[src/rtl/led_display_arbiter.sv]
// LED bank arbiter: the safety alert preempts, while GPS and navigation share the bank round-robin with a minimum dwell.
// Optional alert blinking is enabled by defining ALERT_BLINK_EN.
module led_display_arbiter #(
    parameter int HOLD_CYCLES  = 25000000,
    parameter int BLINK_CYCLES = 12500000
) (
    input  logic       clk,
    input  logic       rst,
    input  logic       alert_req,
    input  logic [7:0] alert_data,
    input  logic       gps_req,
    input  logic [7:0] gps_data,
    input  logic       nav_req,
    input  logic [7:0] nav_data,
    output logic [7:0] led_out,
    output logic [2:0] grant,
    output logic       hold_done
);

    localparam int HOLD_W = $clog2(HOLD_CYCLES);
    localparam logic [HOLD_W-1:0] HOLD_MAX = HOLD_W'(HOLD_CYCLES - 1);

    if (HOLD_CYCLES < 2) begin : g_hold_check
        $error("HOLD_CYCLES must be at least 2");
    end
    if (BLINK_CYCLES < 2) begin : g_blink_check
        $error("BLINK_CYCLES must be at least 2");
    end

    typedef enum logic [1:0] {
        IDLE  = 2'd0,
        SERVE = 2'd1,
        ALERT = 2'd2
    } state_t;

    typedef enum logic {
        SRC_GPS = 1'b0,
        SRC_NAV = 1'b1
    } src_t;

    state_t            state, state_nx;
    src_t              src, src_nx;
    src_t              rr_ptr, rr_nx;
    logic [HOLD_W-1:0] hold_cnt, hold_nx;

    logic       own_req;
    logic       other_req;
    src_t       other_src;

    logic [2:0] grant_nx;
    logic [7:0] led_nx;
    logic       hold_done_nx;

    assign own_req   = (src == SRC_GPS) ? gps_req : nav_req;
    assign other_req = (src == SRC_GPS) ? nav_req : gps_req;
    assign other_src = (src == SRC_GPS) ? SRC_NAV : SRC_GPS;

    always_ff @(posedge clk or posedge rst) begin
        if (rst) begin
            state    <= IDLE;
            src      <= SRC_GPS;
            rr_ptr   <= SRC_GPS;
            hold_cnt <= '0;
        end else begin
            state    <= state_nx;
            src      <= src_nx;
            rr_ptr   <= rr_nx;
            hold_cnt <= hold_nx;
        end
    end

    // The rr pointer always names the source that wins the next contended arbitration.
    always_comb begin
        state_nx = state;
        src_nx   = src;
        rr_nx    = rr_ptr;
        hold_nx  = hold_cnt;
        case (state)
            IDLE: begin
                hold_nx = '0;
                if (alert_req) begin
                    state_nx = ALERT;
                end else if (gps_req && nav_req) begin
                    state_nx = SERVE;
                    src_nx   = rr_ptr;
                end else if (gps_req) begin
                    state_nx = SERVE;
                    src_nx   = SRC_GPS;
                end else if (nav_req) begin
                    state_nx = SERVE;
                    src_nx   = SRC_NAV;
                end
            end
            SERVE: begin
                if (alert_req) begin
                    state_nx = ALERT;
                    hold_nx  = '0;
                end else if (!own_req) begin
                    rr_nx   = other_src;
                    hold_nx = '0;
                    if (other_req) begin
                        src_nx = other_src;
                    end else begin
                        state_nx = IDLE;
                    end
                end else if ((hold_cnt == HOLD_MAX) && other_req) begin
                    src_nx  = other_src;
                    rr_nx   = other_src;
                    hold_nx = '0;
                end else if (hold_cnt != HOLD_MAX) begin
                    hold_nx = hold_cnt + 1'b1;
                end
            end
            ALERT: begin
                hold_nx = '0;
                if (!alert_req) begin
                    state_nx = IDLE;
                end
            end
            default: begin
                state_nx = IDLE;
                hold_nx  = '0;
            end
        endcase
    end

`ifdef ALERT_BLINK_EN
    localparam int BLINK_W = $clog2(BLINK_CYCLES);
    localparam logic [BLINK_W-1:0] BLINK_MAX = BLINK_W'(BLINK_CYCLES - 1);

    logic [BLINK_W-1:0] blink_cnt, blink_cnt_nx;
    logic               blink_on, blink_on_nx;

    // Blink phase restarts "on" at every alert entry.
    always_comb begin
        blink_cnt_nx = '0;
        blink_on_nx  = 1'b1;
        if ((state_nx == ALERT) && (state == ALERT)) begin
            if (blink_cnt == BLINK_MAX) begin
                blink_on_nx = ~blink_on;
            end else begin
                blink_cnt_nx = blink_cnt + 1'b1;
                blink_on_nx  = blink_on;
            end
        end
    end

    always_ff @(posedge clk or posedge rst) begin
        if (rst) begin
            blink_cnt <= '0;
            blink_on  <= 1'b1;
        end else begin
            blink_cnt <= blink_cnt_nx;
            blink_on  <= blink_on_nx;
        end
    end
`endif

    always_comb begin
        grant_nx     = 3'b000;
        led_nx       = 8'h00;
        hold_done_nx = 1'b0;
        case (state_nx)
            ALERT: begin
                grant_nx = 3'b001;
`ifdef ALERT_BLINK_EN
                led_nx   = blink_on_nx ? alert_data : 8'h00;
`else
                led_nx   = alert_data;
`endif
            end
            SERVE: begin
                grant_nx     = (src_nx == SRC_GPS) ? 3'b010 : 3'b100;
                led_nx       = (src_nx == SRC_GPS) ? gps_data : nav_data;
                hold_done_nx = (hold_nx == HOLD_MAX);
            end
            default: begin
                grant_nx = 3'b000;
            end
        endcase
    end

    always_ff @(posedge clk or posedge rst) begin
        if (rst) begin
            led_out   <= 8'h00;
            grant     <= 3'b000;
            hold_done <= 1'b0;
        end else begin
            led_out   <= led_nx;
            grant     <= grant_nx;
            hold_done <= hold_done_nx;
        end
    end

endmodule

[config.mk]
export PLATFORM = sky130hd
export DESIGN_NAME = led_display_arbiter
export DESIGN_NICKNAME = d
export VERILOG_FILES = /design/src/rtl/led_display_arbiter.sv
export SDC_FILE = /design/constraint.sdc
export NUM_CORES = 1
export LEC_CHECK = 0
export CORE_ASPECT_RATIO = 1.75
export CORE_MARGIN = 3
export CORE_UTILIZATION = 57
export CTS_CLUSTER_SIZE = 12
export DETAILED_ROUTE_END_ITERATION = 6
export GPL_TIMING_DRIVEN = 0
export PLACE_DENSITY = 0.85
export SLEW_MARGIN = 20
export SYNTH_ARGS = -nofsm -noshare
export SYNTH_HDL_FRONTEND = slang
export SYNTH_SLANG_ARGS = --single-unit
[constraint.sdc]
create_clock -name clk -period 7.3 [get_ports clk]
set_input_delay 2.19 -clock clk [delete_from_list [all_inputs] [get_ports clk]]
set_output_delay 2.19 -clock clk [all_outputs]
set_load 0.1 [all_outputs]
==> results of run 1 <==
routing by layer:
| metal | vias to the layer above | routed length (um) | global-route usage |
|---|---|---|---|
| li1 | 969 | - | - |
| met1 | 957 | 1980 | 0.269 |
| met2 | 74 | 3170 | 0.473 |
| met3 | 24 | 313 | 0.0645 |
| met4 | 0 | 267 | 0.146 |
| met5 | - | 0 | 0 |
layout make-up:
type,instances,share of cell area
Inverter,7,0.00892
Sequential cell,41,0.348
Tap cell,48,0.0204
Clock inverter,1,0.0102
Buffer,13,0.0276
Multi-Input combinational cell,187,0.412
Timing Repair Buffer,41,0.143
Clock buffer,7,0.0293
flip-flops by register name, summed over array words and instances, names as in the netlist:
register and count:
state 2, rr_ptr 1, hold_done 1, src 1
grant 3, hold_cnt 25, led_out 8
critical path: stages:
cell             delay, ns
clkdlybuf4s50_1       0.46
nor2_1                0.27
o21ai_0               0.18
inv_1                 0.11
ha_1                  0.27
nand2_1               0.08
nor3_1                0.15
nand3_1               0.14
or3_1                 0.34
nor4_2                0.27
cell families after synthesis:
kind of cell,count (synthesis),synth area share
AOI/OAI and AO/OA,29,0.0810
muxes,10,0.0437
DFF,41,0.437
buffers and inverters,20,0.0458
adders and majority gates,3,0.0160
and+or+nand+nor,120,0.283
xor gates and xnor gates,25,0.0933
power breakdown:
group / switching (mW) / total (mW) / internal, mW
Clock: 0.0765 / 0.188 / 0.111
Combinational: 0.0554 / 0.0884 / 0.0331
Sequential: 0.00419 / 0.237 / 0.233
Total: 0.136 / 0.514 / 0.377
cells in the mapped netlist (2+ instances only):
master,instances,area (um^2)
and2_1,6,37.5
nand2b_1,2,12.5
nor3_1,2,10.0
nand4_1,13,81.3
a211o_1,2,17.5
ha_1,3,37.5
xnor2_1,8,70.1
nor4b_1,3,26.3
inv_1,7,26.3
or2_2,2,12.5
nor2b_1,2,12.5
and3_1,7,43.8
mux2_2,2,22.5
dfrtp_1,41,1030
nand3_1,19,95.1
nand3b_1,5,37.5
or3_1,2,12.5
o21ai_0,10,50.1
a21oi_1,5,25.0
mux2i_1,8,80.1
clkbuf_1,3,11.3
a31oi_1,3,18.8
nor2_1,28,105
buf_2,5,25.0
buf_6,3,33.8
nand2_1,20,75.1
xor2_1,17,149
and4_1,2,17.5
worst max path at each step:
stage,endpoint,depth (start not counted)
floorplan,hold_done$_DFF_PP0_,9
global placement,hold_done$_DFF_PP0_,10
detailed placement,hold_done$_DFF_PP0_,10
CTS,hold_done$_DFF_PP0_,10
global route,hold_done$_DFF_PP0_,10
finish,hold_done$_DFF_PP0_,10
through the flow:
stage / std cells / cell area [um^2] / worst slack, ns / power (mW)
floorplan: 248 / 2350 / 3.62 / 0.297
global placement: 336 / 2810 / 2.82 / 0.327
detailed placement: 337 / 2830 / 2.72 / 0.330
CTS: 345 / 2940 / 3.03 / 0.516
global route: 345 / 2940 / 2.88 / 0.534
finish: 345 / 2940 / 3.04 / 0.514
==> impl_metrics.py, run 1 <==
metrics = {
    "sta": {
        "final.setup.tns_ns": 0,
        "slew-limit-headroom": 0.335,
        "hold_ws_ns": 0.570,
        "post-route-period-util": 0.584,
        "finalMaxSlewViolations": 0,
        "fmax_mhz": 235,
        "post_route_minimum_period_ns": 4.26,
        "rsz0062_at_grt": "no",
        "clock-skew-final_ns": 0.00955,
        "worstMarginPinSlew_ns": 0.994,
        "hold_viol_final": 0,
        "timing.final.setup_violations": 0,
    },
    "pwr": {
        "p_leak_nw": 1.24,
        "cellPowerDensity_nw_per_um2": 174,
        "power.ir.vdd_worst_mv": 0.163,
    },
    "setup_path": {
        "rr_startpoint": "hold_cnt[0]$_DFF_PP0_",
        "worst-endpoint-required_ns": 7.50,
        "worst-setup-path-type": "primary input to register",
        "timing.reg2reg.worst_path_depth": 9,
        "setup.reg_to_reg.worst_slack_ns": 4.56,
        "crit_fanout": 5,
        "start_kind": "primary input",
        "capture_point_of_the_worst_reg_to_reg_path": "hold_done$_DFF_PP0_",
        "startpoint": "alert_req",
        "worst_ep_arrival_time_ns": 4.46,
        "critical_path.endpoint_type": "register",
    },
    "final_layout": {
        "layout.cells.most_common_list": "41 x dfrtp_1, 40 x clkdlybuf4s50_1, 28 x nor2_1",
        "multi_input_area_um2": 1210,
        "antenna_cells": 0,
        "seqCellArea_um2": 1030,
        "final_core_util": 0.754,
        "post_route_cells_drive_above_1_share": 0.0943,
        "layout_commonest_cell": "dfrtp_1",
        "nets": 328,
        "syn_to_final_growth_pct": 25.4,
        "layout.filler_cells": 278,
    },
    "clocking": {
        "clk-insertion-delay-late_ns": 0.29,
        "clock_slew_at_reported_path_ffs_ns": 0.07,
        "htree_num_levels": 2,
        "cts-buffers-inserted": 5,
        "clock_sink_count": 41,
        "cts_repair_resize_count": 0,
        "postCtsSetupBuffers": 0,
        "holdBufCountCts": 0,
        "cts_tree": "done",
        "clk_root_buffer_cell": "clkbuf_8",
        "ctsLongestPathBuffers": 2,
    },
    "routing": {
        "detailroute.via_count": 2024,
        "drtIter0Drc": 72,
        "detail_route.vias_per_cell": 5.87,
        "route.detailed.wl_per_inst_um": 16.6,
        "route.antenna.remaining_nets": 0,
        "routed_wl_um": 5740,
        "route.detailed.drc": 0,
        "firstDrtPassIters": 4,
    },
    "floorplan": {
        "die_area_um2": 4950,
        "core_um2": 3900,
        "floorplan.initialDensity": 0.601,
        "ios": 41,
        "fp.dieH_um": 90.9,
        "rows": 30,
        "die-width_um": 54.5,
    },
    "logic_synthesis": {
        "synth_sequential_area_ratio": 0.437,
        "synth.avg_cell_area_um2": 9.46,
        "ys_types": 46,
        "synth-edff-count": 0,
        "synthesis.instances": 248,
        "yosysWarningCount": 0,
        "synth.ff_latch_count": 41,
        "yosys_most_used_dff": "dfrtp_1",
        "synth_area_um2": 2350,
        "ys_async_sr_fraction": 1.00,
        "synthesis.nets": 280,
    },
    "flow_run": {
        "timing.max_cap.violations": 0,
    },
    "grt": {
        "grt_start_max_net_pins": 27,
        "global_route.usage.total": 0.269,
        "globalRoute.totalOverflow": 0,
        "number_of_antenna_violations_at_the_first_check_in_global_routing": 0,
        "first_pass_grt_wire_length_um": 9870,
        "grt_pass1_vias": 2221,
    },
    "hold_path": {
        "hold-path-endpoint": "hold_cnt[1]$_DFF_PP0_",
        "hold_class": "register to register",
        "startpoint_of_the_lowest_slack_hold_path": "hold_cnt[1]$_DFF_PP0_",
        "hold_path_depth": 2,
    },
    "run_status": {
        "status": "complete, no violations",
    },
    "placement": {
        "gp_routability_congestion": 1.01,
        "port_buffers": 40,
        "dp_hpwl_um": 4400,
    },
}
(Power assumes the default switching activity.)
==> run 2, diff against run 1 <==
Settings changed: CORE_UTILIZATION 57 to 48, PLACE_DENSITY 0.85 to 0.77.
Clock period 7.3 ns to 3.7 ns, I/O delays scaled along.
==> run 2 against run 1 <==
Effect of this change: final area is 1.0% higher; hold slack better by 0.0036 ns; largest power group unchanged; count of clock-buffer cells in the layout is 2 lower.
==> impl_metrics.py, run 2 (synthesis results as in run 1) <==
metrics = {
    "final_layout": {
        "layout.filler_cells": 413,
        "layout_commonest_cell": "dfrtp_1",
        "flip_flop_count_of_the_largest_register_after_layout": 25,
        "syn_to_final_growth_pct": 26.7,
        "layout.cells.most_common_list": "41 x dfrtp_1, 40 x clkdlybuf4s50_1, 28 x nor2_1",
        "post_route_cells_drive_above_1_share": 0.0976,
        "antenna_cells": 0,
        "largest-register": "hold_cnt",
        "biggestRegsByFlops": "hold_cnt x25, led_out x8, grant x3",
        "nets": 328,
    },
    "pwr": {
        "p_leak_nw": 1.25,
        "internal_power_uw": 793,
        "clkPwrFrac": 0.401,
        "combinational_power_share": 0.163,
        "power_switching_share": 0.261,
        "power.ir.vdd_worst_mv": 0.302,
        "cellPowerDensity_nw_per_um2": 361,
        "p_seq_frac": 0.436,
        "power.switching_uw": 280,
    },
    "setup_path": {
        "critPathMaxStageDelay_ns": 0.45,
        "start_kind": "primary input",
        "worst-endpoint-required_ns": 3.92,
        "worst_path_dominant_cell_family": "simple AND/OR/NAND/NOR gates",
        "critical_path.endpoint_type": "register",
        "worst_ep_arrival_time_ns": 3.34,
        "critical_path.n_buffers_inverters": 2,
        "capture_point_of_the_worst_reg_to_reg_path": "hold_done$_DFF_PP0_",
        "crit_fanout": 5,
        "worstPathCellList": "clkdlybuf4s50_1 -> nor2_1 -> o21ai_0 -> inv_1 -> ha_1 -> nand2_1 -> nor3_1 -> nand3_1 -> or3_1 -> nor4_2",
        "timing.reg2reg.worst_path_depth": 8,
        "setup.reg_to_reg.worst_slack_ns": 1.01,
        "startpoint": "alert_req",
        "worst-setup-path-type": "primary input to register",
        "slowest_stage": "clkdlybuf4s50_1",
        "rr_startpoint": "hold_cnt[0]$_DFF_PP0_",
    },
    "sta": {
        "post-route-period-util": 0.845,
        "post_route_minimum_period_ns": 3.13,
        "fmax_mhz": 320,
        "final.setup.tns_ns": 0,
        "timing.final.setup_violations": 0,
        "worstMarginPinSlew_ns": 0.999,
        "rsz0062_at_grt": "no",
        "clock-skew-final_ns": 0.00747,
        "hold_ws_ns": 0.573,
        "finalMaxSlewViolations": 0,
        "slew-limit-headroom": 0.332,
        "hold_viol_final": 0,
    },
    "clocking": {
        "clock_slew_at_reported_path_ffs_ns": 0.09,
        "clk-insertion-delay-late_ns": 0.30,
        "cts-buffers-inserted": 5,
        "ctsLongestPathBuffers": 2,
        "htree_num_levels": 2,
        "clk_root_buffer_cell": "clkbuf_8",
        "clock_sink_count": 41,
        "holdBufCountCts": 0,
        "cts_repair_resize_count": 0,
        "postCtsSetupBuffers": 0,
        "cts_tree": "done",
    },
    "placement": {
        "dp_hpwl_um": 4560,
        "gp_routability_congestion": 0.901,
        "port_buffers": 40,
    },
    "floorplan": {
        "rows": 33,
        "fp.dieH_um": 98.5,
        "ios": 41,
        "die-width_um": 58.9,
        "die_area_um2": 5800,
        "floorplan.initialDensity": 0.499,
        "core_um2": 4710,
    },
    "routing": {
        "route.antenna.remaining_nets": 0,
        "firstDrtPassIters": 4,
        "route.detailed.wl_per_inst_um": 17.0,
        "route.detailed.drc": 0,
        "drtIter0Drc": 52,
        "detailroute.via_count": 2029,
        "routed_wl_um": 5920,
        "detail_route.vias_per_cell": 5.81,
    },
    "flow_run": {
        "timing.max_cap.violations": 0,
    },
    "grt": {
        "grt_pass1_vias": 2236,
        "global_route.usage.total": 0.231,
        "number_of_antenna_violations_at_the_first_check_in_global_routing": 0,
        "globalRoute.totalOverflow": 0,
        "first_pass_grt_wire_length_um": 10100,
        "grt_start_max_net_pins": 24,
    },
    "hold_path": {
        "hold-path-endpoint": "hold_cnt[1]$_DFF_PP0_",
        "startpoint_of_the_lowest_slack_hold_path": "hold_cnt[1]$_DFF_PP0_",
        "hold_path_depth": 2,
        "hold_class": "register to register",
    },
    "run_status": {
        "status": "complete, no violations",
    },
}
-- run 2: worst register-to-register path: stages (launching register included) --
cell	delay, ns
dfrtp_1	0.43
ha_1	0.25
and3_1	0.25
and3_1	0.24
and4_1	0.35
nand2_1	0.11
a211o_1	0.30
or3_1	0.40
nor4_2	0.28
-- run 2: worst max-delay path by stage --
| stage | endpoint | slack [ns] | depth (start not counted) |
|---|---|---|---|
| 6_report | hold_done$_DFF_PP0_ | 0.57 | 10 |
| 5_1_grt | hold_done$_DFF_PP0_ | 0.38 | 10 |
| 4_1_cts | hold_done$_DFF_PP0_ | 0.56 | 10 |
| 3_5_place_dp | hold_done$_DFF_PP0_ | 0.24 | 10 |
| 3_3_place_gp | hold_done$_DFF_PP0_ | 0.18 | 10 |
| 2_1_floorplan | hold_done$_DFF_PP0_ | 1.10 | 9 |
-- run 2: layout make-up --
class                      count  area, um^2  area share
inverter                       7        26.3     0.00883
clock buffer                   5        68.8      0.0231
timing repair buffer          41         428       0.144
multi-input combinational    187        1210       0.408
sequential                    41        1030       0.345
buffer                        13        81.3      0.0273
tap                           52        65.1      0.0219
clock inverter                 3        65.1      0.0219
-- run 2: power groups by stage --
stage / Sequential [mW] / Clock [mW] / Combinational [mW]
after floorplan: 0.535 / 0 / 0.0508
after global placement: 0.476 / 0 / 0.171
after detailed placement: 0.477 / 0 / 0.176
after CTS: 0.468 / 0.439 / 0.177
after global routing: 0.470 / 0.456 / 0.187
final: 0.468 / 0.431 / 0.175
-- run 2: metrics by stage --
| step | area [um^2] | setup WS [ns] | cells | power, mW | util |
|---|---|---|---|---|---|
| 6_report | 2970 | 0.573 | 349 | 1.07 | 0.632 |
| 4_1_cts | 2970 | 0.562 | 349 | 1.08 | 0.632 |
| 3_5_place_dp | 2840 | 0.242 | 341 | 0.653 | 0.603 |
| 5_1_grt | 2970 | 0.375 | 349 | 1.11 | 0.632 |
| 2_1_floorplan | 2350 | 1.10 | 248 | 0.585 | - |
| 3_3_place_gp | 2810 | 0.181 | 340 | 0.647 | 0.598 |
-- run 2: routing by layer --
| metal | part of all wire | GRT usage |
|---|---|---|
| met5 | 0 | 0 |
| met4 | 0.047 | 0.122 |
| met3 | 0.034 | 0.0367 |
| met2 | 0.59 | 0.439 |
| met1 | 0.33 | 0.223 |
==> run 3, diff against run 2 <==
Clock period 3.7 ns to 2.6 ns, I/O delays scaled along.
==> run 3 against run 2 <==
Effect of this change: first-iteration DRC count grew 56%; critical path depth shrank 9; register-to-register slack worse by 0.92 ns; sequential cell count is the same; die area unchanged; final area is 4.4% higher; combinational power rose by 51%; wire length grew 3.2%; critical endpoint is now led_out[7]; highest routed layer unchanged.
==> impl_metrics.py, run 3 (synthesis results as in run 1) <==
metrics = {
    "final_layout": {
        "layout.cells.most_common_list": "40 x dfrtp_1, 34 x clkdlybuf4s50_1, 27 x nor2_1",
        "seqCellArea_um2": 1030,
        "post_route_cells_drive_above_1_share": 0.150,
        "layout.filler_cells": 382,
        "nets": 332,
        "layout_commonest_cell": "dfrtp_1",
        "multi_input_area_um2": 1290,
        "largest-register": "hold_cnt",
        "flip_flop_count_of_the_largest_register_after_layout": 25,
        "biggestRegsByFlops": "hold_cnt x25, led_out x8, grant x3",
        "syn_to_final_growth_pct": 32.3,
        "final_core_util": 0.660,
        "antenna_cells": 0,
    },
    "setup_path": {
        "worst-endpoint-required_ns": 1.82,
        "timing.reg2reg.worst_path_depth": 9,
        "worstPathCellList": "clkdlybuf4s50_1",
        "worst-setup-path-type": "register to output port",
        "critical_path.n_buffers_inverters": 1,
        "crit_fanout": 1,
        "crit_cells": 1,
        "slowest_stage": "clkdlybuf4s50_1",
        "critical_path.endpoint_type": "output port",
        "start_kind": "register",
        "worst_ep_arrival_time_ns": 1.78,
        "worst_path_dominant_cell_family": "buffers and inverters",
        "critPathMaxStageDelay_ns": 1.14,
    },
    "routing": {
        "route.detailed.drc": 0,
        "routed_wl_um": 6110,
        "route.detailed.wl_per_inst_um": 17.3,
        "firstDrtPassIters": 4,
        "route.antenna.remaining_nets": 0,
        "detailroute.via_count": 2051,
        "detail_route.vias_per_cell": 5.81,
        "drtIter0Drc": 81,
    },
    "sta": {
        "rsz0062_at_grt": "yes",
        "hold_ws_ns": 0.578,
        "clock-skew-final_ns": 0.00576,
        "post_route_minimum_period_ns": 2.56,
        "fmax_mhz": 390,
        "post-route-period-util": 0.985,
        "worstMarginPinSlew_ns": 1.01,
        "slew-limit-headroom": 0.325,
        "hold_viol_final": 0,
        "finalMaxSlewViolations": 0,
        "timing.final.setup_violations": 0,
    },
    "floorplan": {
        "core_um2": 4710,
        "floorplan.initialDensity": 0.499,
        "fp.dieH_um": 98.5,
        "die-width_um": 58.9,
        "rows": 33,
        "die_area_um2": 5800,
        "ios": 41,
    },
    "grt": {
        "number_of_antenna_violations_at_the_first_check_in_global_routing": 0,
        "first_pass_grt_wire_length_um": 10200,
        "globalRoute.totalOverflow": 0,
        "grt_pass1_vias": 2248,
        "grt_start_max_net_pins": 24,
        "global_route.usage.total": 0.232,
    },
    "pwr": {
        "power_switching_share": 0.262,
        "clkPwrFrac": 0.397,
        "cellPowerDensity_nw_per_um2": 497,
        "p_seq_frac": 0.432,
        "power.switching_uw": 405,
        "p_leak_nw": 1.36,
        "combinational_power_share": 0.171,
        "internal_power_mw": 1.14,
        "power.ir.vdd_worst_mv": 0.456,
    },
    "clocking": {
        "htree_num_levels": 2,
        "clock_slew_at_reported_path_ffs_ns": 0.08,
        "clk_root_buffer_cell": "clkbuf_8",
        "ctsLongestPathBuffers": 2,
        "cts_tree": "done",
        "clock_sink_count": 41,
        "holdBufCountCts": 0,
        "clk-insertion-delay-late_ns": 0.30,
        "cts-buffers-inserted": 5,
    },
    "placement": {
        "dp_hpwl_um": 4560,
        "port_buffers": 40,
        "gp_routability_congestion": 0.901,
    },
    "hold_path": {
        "hold_class": "register to register",
        "hold_path_depth": 1,
    },
    "run_status": {
        "status": "complete, no violations",
    },
    "flow_run": {
        "timing.max_cap.violations": 0,
    },
}
==> run 3: cell types whose count changed in the layout (fill, tap and decap cells not counted), moves of 2 or more <==
cell / delta
clkbuf_1: -2
ha_1: -2
dlymetal6s2s_1: +6
clkbuf_2: +2
clkdlybuf4s50_1: -6
nor4b_4: +2
buf_4: +4
==> run 3: final timing paths <==
check,startpoint,endpoint,slack (ns)
setup / recovery,led_out[7]$_DFF_PP0_,led_out[7],0.04
hold / removal,rr_ptr$_DFFE_PP0P_,rr_ptr$_DFFE_PP0P_,0.58
setup reg to reg,hold_cnt[1]$_DFF_PP0_,hold_done$_DFF_PP0_,0.09
hold reg to reg,rr_ptr$_DFFE_PP0P_,rr_ptr$_DFFE_PP0P_,0.58
max in group asynchronous,rst,hold_cnt[0]$_DFF_PP0_,1.32
min in group asynchronous,rst,hold_cnt[11]$_DFF_PP0_,0.80
==> run 3: metal layers <==
layer	global-route usage	part of all wire
met1	0.227	0.33
met4	0.122	0.053
met3	0.0367	0.034
met5	0	0
met2	0.440	0.58
==> run 3: what timing repair did <==
item                       CTS  global route
pin swaps                    0             2
setup buffers                0             3
setup endpoints to repair   28            31
gates resized for setup      8            17
gates cloned                 0             1
==> run 3: area by class of cell <==
cell class | count | area share
buffer | 13 | 0.0278
sequential | 41 | 0.331
clock buffer | 5 | 0.0222
timing repair buffer | 45 | 0.154
clock inverter | 3 | 0.0210
inverter | 7 | 0.00846
multi-input combinational | 187 | 0.415
tap | 52 | 0.0210
==> run 3: stage by stage <==
| stage | setup TNS (ns) | power, mW | setup slack [ns] | area, um^2 | cells |
|---|---|---|---|---|---|
| 4_1_cts | -0.0315 | 1.55 | -0.0315 | 2990 | 349 |
| 5_1_grt | -0.0599 | 1.60 | -0.0599 | 3110 | 353 |
| 2_1_floorplan | 0 | 0.833 | 0.264 | 2350 | 248 |
| 3_3_place_gp | -4.22 | 0.921 | -0.589 | 2810 | 340 |
| 3_5_place_dp | -4.11 | 0.929 | -0.528 | 2840 | 341 |
| 6_report | 0 | 1.54 | 0.0390 | 3110 | 353 |
==> run 3: power groups by stage <==
stage | logic (mW) | clock network (mW) | registers [mW]
global placement | 0.244 | 0 | 0.677
detailed placement | 0.251 | 0 | 0.678
CTS | 0.255 | 0.625 | 0.666
floorplan | 0.0722 | 0 | 0.761
finish | 0.265 | 0.613 | 0.667
global route | 0.282 | 0.648 | 0.670
